===== config.mk =====
export PLATFORM = sky130hd
export DESIGN_NAME = memmap_router
export DESIGN_NICKNAME = d
export VERILOG_FILES = /design/src/rtl/memmap_router.sv
export SDC_FILE = /design/constraint.sdc
export NUM_CORES = 1
export LEC_CHECK = 0
export ABC_AREA = 1
export CORE_MARGIN = 5
export CORE_UTILIZATION = 30
export DETAILED_ROUTE_END_ITERATION = 8
export GPL_ROUTABILITY_DRIVEN = 0
export GPL_TIMING_DRIVEN = 1
export PLACE_DENSITY = 0.52
export SYNTH_ARGS = -nofsm -noshare
export SYNTH_HDL_FRONTEND = slang
export SYNTH_SLANG_ARGS = --single-unit

===== constraint.sdc =====
create_clock -name clk -period 9.5 [get_ports clk]
set_clock_uncertainty 0.1 [all_clocks]
set_input_delay 2.375 -clock clk [delete_from_list [all_inputs] [get_ports clk]]
set_output_delay 2.375 -clock clk [all_outputs]
set_load 0.01 [all_outputs]

===== src/rtl/memmap_router.sv =====
// Address-map router: decodes a request against a programmable region table,
// hands the translated address to one device and reports completion or error.
module memmap_router #(
   parameter int ADDR_W  = 16,
   parameter int NREG    = 4,
   parameter int SEL_W   = 3,
   parameter int TIMEOUT = 15
) (
   input  logic                    clk,
   input  logic                    rst_n,
   input  logic                    cfg_we,
   input  logic [$clog2(NREG)-1:0] cfg_idx,
   input  logic [ADDR_W-1:0]       cfg_base,
   input  logic [ADDR_W-1:0]       cfg_limit,
   input  logic                    cfg_en,
   input  logic                    req_valid,
   input  logic [ADDR_W-1:0]       req_addr,
   output logic                    req_ready,
   output logic                    dev_valid,
   output logic [SEL_W-1:0]        dev_sel,
   output logic [ADDR_W-1:0]       dev_addr,
   input  logic                    dev_ack,
   output logic                    resp_valid,
   output logic                    resp_err
);

   localparam int IDX_W = $clog2(NREG);

   localparam logic [1:0] S_IDLE   = 2'd0;
   localparam logic [1:0] S_DECODE = 2'd1;
   localparam logic [1:0] S_WAIT   = 2'd2;
   localparam logic [1:0] S_RESP   = 2'd3;

   // cnt_q holds the number of WAIT cycles already spent without an ack, so the
   // TIMEOUT-th WAIT cycle is the one seen with cnt_q == TIMEOUT-1.
   localparam logic [7:0] CNT_LAST = 8'(TIMEOUT - 1);

   logic [ADDR_W-1:0] base_q  [NREG];
   logic [ADDR_W-1:0] limit_q [NREG];
   logic [NREG-1:0]   en_q;

   logic [1:0]        state_q, state_d;
   logic [ADDR_W-1:0] addr_q, addr_d;
   logic [7:0]        cnt_q, cnt_d;
   logic              dev_valid_q, dev_valid_d;
   logic [SEL_W-1:0]  dev_sel_q, dev_sel_d;
   logic [ADDR_W-1:0] dev_addr_q, dev_addr_d;
   logic              resp_valid_q, resp_valid_d;
   logic              resp_err_q, resp_err_d;

   logic              hit;
   logic [SEL_W-1:0]  hit_sel;
   logic [ADDR_W-1:0] hit_base;

   // NOTE: the region table is a small register file that must come out of reset
   // disabled and zeroed, so unlike a RAM every entry sits on the async reset.
   always_ff @(posedge clk or negedge rst_n) begin
      if (!rst_n) begin
         for (int i = 0; i < NREG; i++) begin
            base_q[i]  <= '0;
            limit_q[i] <= '0;
         end
         en_q <= '0;
      end else begin
         for (int i = 0; i < NREG; i++) begin
            if (cfg_we && (cfg_idx == IDX_W'(i))) begin
               base_q[i]  <= cfg_base;
               limit_q[i] <= cfg_limit;
               en_q[i]    <= cfg_en;
            end
         end
      end
   end

   // Scanning from the top down lets the lowest matching index overwrite the rest.
   // NOTE: every always_comb output gets a default first, otherwise a path that
   // skips an assignment infers a latch.
   always_comb begin
      hit      = 1'b0;
      hit_sel  = '0;
      hit_base = '0;
      for (int i = NREG - 1; i >= 0; i--) begin
         if (en_q[i] && (addr_q >= base_q[i]) && (addr_q <= limit_q[i])) begin
            hit      = 1'b1;
            hit_sel  = SEL_W'(i + 1);
            hit_base = base_q[i];
         end
      end
   end

   always_comb begin
      state_d      = state_q;
      addr_d       = addr_q;
      cnt_d        = cnt_q;
      dev_valid_d  = dev_valid_q;
      dev_sel_d    = dev_sel_q;
      dev_addr_d   = dev_addr_q;
      resp_valid_d = 1'b0;
      resp_err_d   = resp_err_q;

      case (state_q)
         S_IDLE: begin
            if (req_valid) begin
               addr_d  = req_addr;
               state_d = S_DECODE;
            end
         end
         S_DECODE: begin
            if (hit) begin
               state_d     = S_WAIT;
               dev_valid_d = 1'b1;
               dev_sel_d   = hit_sel;
               dev_addr_d  = addr_q - hit_base;
               cnt_d       = '0;
            end else begin
               state_d      = S_RESP;
               resp_valid_d = 1'b1;
               resp_err_d   = 1'b1;
            end
         end
         S_WAIT: begin
            // An ack in the final WAIT cycle still completes cleanly.
            if (dev_ack || (cnt_q == CNT_LAST)) begin
               state_d      = S_RESP;
               resp_valid_d = 1'b1;
               resp_err_d   = ~dev_ack;
               dev_valid_d  = 1'b0;
               dev_sel_d    = '0;
               dev_addr_d   = '0;
               cnt_d        = '0;
            end else begin
               cnt_d = cnt_q + 8'd1;
            end
         end
         S_RESP: begin
            state_d    = S_IDLE;
            resp_err_d = 1'b0;
         end
         default: begin
            state_d = S_IDLE;
         end
      endcase
   end

   // NOTE: state registers use non-blocking assignments so every flop samples
   // the pre-edge value of its neighbours.
   always_ff @(posedge clk or negedge rst_n) begin
      if (!rst_n) begin
         state_q      <= S_IDLE;
         addr_q       <= '0;
         cnt_q        <= '0;
         dev_valid_q  <= 1'b0;
         dev_sel_q    <= '0;
         dev_addr_q   <= '0;
         resp_valid_q <= 1'b0;
         resp_err_q   <= 1'b0;
      end else begin
         state_q      <= state_d;
         addr_q       <= addr_d;
         cnt_q        <= cnt_d;
         dev_valid_q  <= dev_valid_d;
         dev_sel_q    <= dev_sel_d;
         dev_addr_q   <= dev_addr_d;
         resp_valid_q <= resp_valid_d;
         resp_err_q   <= resp_err_d;
      end
   end

   assign req_ready  = (state_q == S_IDLE);
   assign dev_valid  = dev_valid_q;
   assign dev_sel    = dev_sel_q;
   assign dev_addr   = dev_addr_q;
   assign resp_valid = resp_valid_q;
   assign resp_err   = resp_err_q;

endmodule


Word level (Yosys, flattened, before mapping)
Cells that the tools add are included.
- flip-flop bits (word level): 180
- bits of input ports: 56
- output and inout bits: 23
- word-level logic and storage cells: 98
- add/subtract/negate cells: 2
- $lt $le $gt $ge: 8
- equal/unequal tests: 11
- mux-type cells: 34
- bitwise logic cells: 1
- reductions and logical operators: 22
- operators with widths (kind ; number):
    $mux 16 ; 6
    $ge 16x16->1 ; 4
    $le 16x16->1 ; 4
    $pmux 16 s2 ; 1
    $mux 3 ; 6
    $mux 8 ; 2
    $pmux 8 s2 ; 1
    $sub 16x16->16 ; 1
    $logic_and 1x1->1 ; 12
    $mux 1 ; 11
    $add 8x1->8 const B ; 1
    $eq 2x2->1 const B ; 4
    $eq 8x4->1 const B ; 1
    $ne 2x2->1 const B ; 4
    $pmux 2 s4 ; 1
    $pmux 3 s2 ; 1
    $reduce_and 2->1 ; 3
    $reduce_and 3->1 ; 2
    $eq 2x1->1 const B ; 2
    $logic_not 2->1 ; 2
    $mux 2 ; 2
    $pmux 1 s2 ; 2
    $pmux 1 s3 ; 1
    $reduce_bool 3->1 ; 1
    other kinds (3) ; 3

Longest topological paths before layout
- depth in word-level cells: 10
- depth in mapped cells: 33
- gate-level depth less buffers: 33

Least setup slack after synthesis
No wires, ideal clock.
- path kind: reg-to-reg
- start point: register addr_q[11]
- end point: register dev_addr_q[12], in the netlist dev_addr[12]
- library setup time: 119 ps
- data arrival time: 3435 ps
- data required time: 9281 ps
- path slack: 5846 ps
- cell stages (with the launch flop): 25
- path buffers: 1
- clock period less this slack: 3654 ps
- cells stage by stage: dfrtp_1 > ha_1 > a21oi_1 > o21ai_1 > a21oi_2 > nand3_2 > nand3_4 > nand3_1 > inv_1 > buf_2 > nand2_1 > a41oi_1 > ha_1 > inv_1 > fa_1 > nand3_1 > nand2_1 > nand2_1 > o211ai_1 > nand3_1 > nand2_1 > nand3_1 > nand2_1 > xnor2_1 > o21ai_2
- cells in the longest elaborated chain, start to end: 10
- elaborated cells between the ends (all ways): 29
- classes of those cells: add/sub: 1; order compare: 8; eq/ne: 1; mux: 10; reduce/logical: 9
- ends and longest elaborated chain (what ; RTL line ; RTL):
    from (decl) ; 43 ; logic [ADDR_W-1:0] addr_q, addr_d;
    from (signal assigned) ; 159 ; addr_q <= addr_d;
    $ge 16x16->1 ; 83 ; if (en_q[i] && (addr_q >= base_q[i]) && (addr_q <= limit_q[i])) begin
    $logic_and 1x1->1 (2 in a row) ; 83 ;
    $mux 16 (4 in a row) ; 83 ;
    $sub 16x16->16 ; 113 ; dev_addr_d = addr_q - hit_base;
    $mux 16 ; 109 ; if (hit) begin
    $pmux 16 s2 ; 101 ; case (state_q)
    to (signal assigned) ; 163 ; dev_addr_q <= dev_addr_d;
    to (decl) ; 47 ; logic [ADDR_W-1:0] dev_addr_q, dev_addr_d;
Several ways; a longest one is shown, not always the timed one. The select of a mux whose other input is x is not followed.
A chain may end at the register's enable or synchronous reset.

Worst setup path in the final report
- start point: register addr_q[7]
- end point: register dev_addr_q[15], in the netlist dev_addr[15]
The elaborated chain is that of the path after synthesis.

==> metrics <==
status=finished, final reports clean; # rows=71; total number of vias=9,211; Post-Syn Area=0.0114 mm²; Die W=205 µm; leakage power=6.55 nW; hold buffer count at CTS=0; share of cells above drive strength 1=6.01%; Worst-Margin Slew=1.03 ns; Max-Cap Viols=0; TritonCTS Buffers=17; crit path buf inv count=0; Die Y=205 µm; Placed Area=0.0127 mm²; Setup CP Type=reg -> reg; type of destination of the critical path=flop; Post-CTS Resized=0; synthesis-to-finish area growth=16.3%; Worst Hold Class=reg -> reg; Post-CTS Setup Bufs=0; most frequent CP cell=nand2_1; clk_lat worst skew=0.45 ns; placed cells=1,961; Sum Neg Setup Slack=0 ns; hold slack final=0.371 ns; sequential-to-total area share from yosys stat=39.6%; Worst-path clk slew=0.07 ns; H-tree depth=4; Detailed Routing Iterations Pass 1=5; Req. time, crit path=9.74 ns; worst rel slew slack=31.3%; per-cell routed wire length=15.3 µm; top-count cell post-synth=nand2_1; Antenna Cells=0; GRT Total Usage=15.1%; Initial Util=30.3%; fill count=4,001; DRT Wirelength=30,400 µm; die area=0.0420 mm²; Syn Nets=1,611; IO Port Bufs=78; Seq cells post-synth=180; async set-reset flop share out of synthesis=100%; CP max FO=15; Max Transition Viols Final=0; P per Cell Area=289 mW/mm²; largest net degree at the start of global routing=77; Worst path max stage delay=0.58 ns; total grt overflow=0; Final Hold Vio Count=0; period utilization=49.1%; Fmax=214 MHz; fin util=35.2%; placed wire-length estimate=22,400 µm; I/O Pins=79; Worst Path Arrival=4.90 ns; antenna violations before repair=0; Primary FF master, synth=dfrtp_1; YS warnings=0; Vias/cell=4.62; first-pass GRT wire length=49,900 µm; setup violators final=0; Crit path max-delay family=simple AND/OR/NAND/NOR gates; fin crit period=4.66 ns; vias in the first global route=9,370; Post-synth EDFFs=0; RSZ-0062 raised after global routing=false; Core Area=0.0376 mm²; Post-synth top cells=nand2_1, inv_1, o21ai_0; Avg Cell Area, Syn=8.11 µm²; Iteration-0 DRC Markers=544; top-area cell type share of the netlist area=39.6%; Final #Nets=1,675; maximum vdd drop=112 µV; cells along the critical path=ha_1 > nand2_1 > nor2_1 > nand4_1 > nor2_1 > a21oi_1 > nor2_2 > nand2_1 > o21ai_0 > o21ai_0 > ha_1 > nand4_1 > o221ai_1 > nand2_1 > a21oi_1 > nand2_1 > nand2_1 > nand2_1 > nand2_1 > nand3_1 > nand3_1 > nand2_1; clock tree buffer depth=2; Post-Syn Instances=1,405; TritonCTS clock tree=yes; synth unique cells=45; clk root buf=clkbuf_16; Residual DRC=0; CTS Sinks=180; Yosys top cell by area=dfrtp_1; antenna-violating nets left=0; Area contributors post-synth=dfrtp_1, ha_1, nand2_1, o21ai_0, inv_1; Post-Layout Cell Count=1,992; CP startpoint kind=flop; fin area=0.0132 mm²; critical path's slowest cell=dfrtp_1
stage by stage:
step	power, mW	worst slack (ns)
global route	4.23	4.44
global placement	3.12	4.93
finish	3.83	4.84
floorplan	2.57	5.85
CTS	3.88	4.82
detailed placement	3.16	4.83
path summary, 6_finish.rpt:
check                                       from                       end  slack [ns]  cells past startpoint
setup / recovery           addr_q[7]$_DFFE_PN0P_  dev_addr[15]$_DFFE_PN0P_        4.84                     22
hold / removal             dev_valid$_DFFE_PN0P_     dev_valid$_DFFE_PN0P_        0.37                      2
min in group asynchronous                  rst_n      resp_err$_DFFE_PN0P_        1.75                      1
setup reg to reg           addr_q[7]$_DFFE_PN0P_  dev_addr[15]$_DFFE_PN0P_        4.84                     22
hold reg to reg            dev_valid$_DFFE_PN0P_     dev_valid$_DFFE_PN0P_        0.37                      2
max in group asynchronous                  rst_n   limit_q[15]$_DFFE_PN0P_        6.19                      2
state kept, by name, indices dropped and copies added, names as in the netlist, 2 cells and up:
name and flops:
addr_q 16, base_q 64, cnt_q 8, dev_addr 16, dev_sel 3, en_q 4
limit_q 64, state_q 2
power by group:
group	internal, mW	switching (mW)	total (mW)
combinational	0.809	1.18	1.98
sequential	0.924	0.233	1.16
clock	0.375	0.315	0.689
cells by family after synthesis:
| kind of cell | synth area share (%) |
|---|---|
| AND/OR/NAND/NOR | 17.1 |
| AO/OA/AOI/OAI | 15.2 |
| buffers and inverters | 8.98 |
| flip-flops | 39.6 |
| adder cells (fa/ha/maj) | 16.5 |
| XOR/XNOR | 1.31 |
| multiplexers | 1.38 |
final cells by class:
| type | instances | area (µm²) | share of cell area, % |
|---|---|---|---|
| timing repair buffer | 84 | 827 | 6.25 |
| tap | 511 | 639 | 4.83 |
| clock inverter | 7 | 75.1 | 0.567 |
| multi-input combinational | 962 | 5880 | 44.4 |
| inverter | 224 | 843 | 6.37 |
| sequential | 180 | 4500 | 34.0 |
| clock buffer | 24 | 472 | 3.56 |
cell usage in the layout, fill, tap and decap left out, drive strengths merged, types with 2 or more instances in the layout:
| cell | synthesis | layout |
|---|---|---|
| nor3 | 14 | 14 |
| a21o | 3 | 3 |
| o221ai | 2 | 2 |
| clkinv | 0 | 2 |
| xnor2 | 8 | 8 |
| o21bai | 4 | 4 |
| nor4 | 2 | 2 |
| o21ai | 211 | 211 |
| buf | 6 | 7 |
| clkinvlp | 0 | 3 |
| nand4 | 11 | 11 |
| dfrtp | 180 | 180 |
| a21oi | 89 | 89 |
| clkbuf | 33 | 24 |
| nand2 | 341 | 341 |
| a21boi | 2 | 2 |
| mux2 | 14 | 14 |
| nand3 | 40 | 40 |
| o21a | 4 | 4 |
| inv | 224 | 225 |
| ha | 149 | 149 |
| nor2 | 49 | 49 |
| o22ai | 5 | 5 |
| xor2 | 9 | 9 |
| clkdlybuf4s50 | 0 | 77 |
worst min-delay path, cell delays in order (launching register included):
cell and delay [ns]:
dfrtp_1 0.34, nand2_1 0.05, nand2_1 0.05
layer usage:
metal / up-vias / GRT usage, % / routed length (µm)
li1: 4700 / - / -
met1: 4332 / 20.6 / 14600
met2: 150 / 25.0 / 14200
met3: 29 / 2.49 / 1150
met4: 0 / 3.80 / 394
met5: - / 0 / 0
Note: power is estimated with default switching activity, not from simulation.
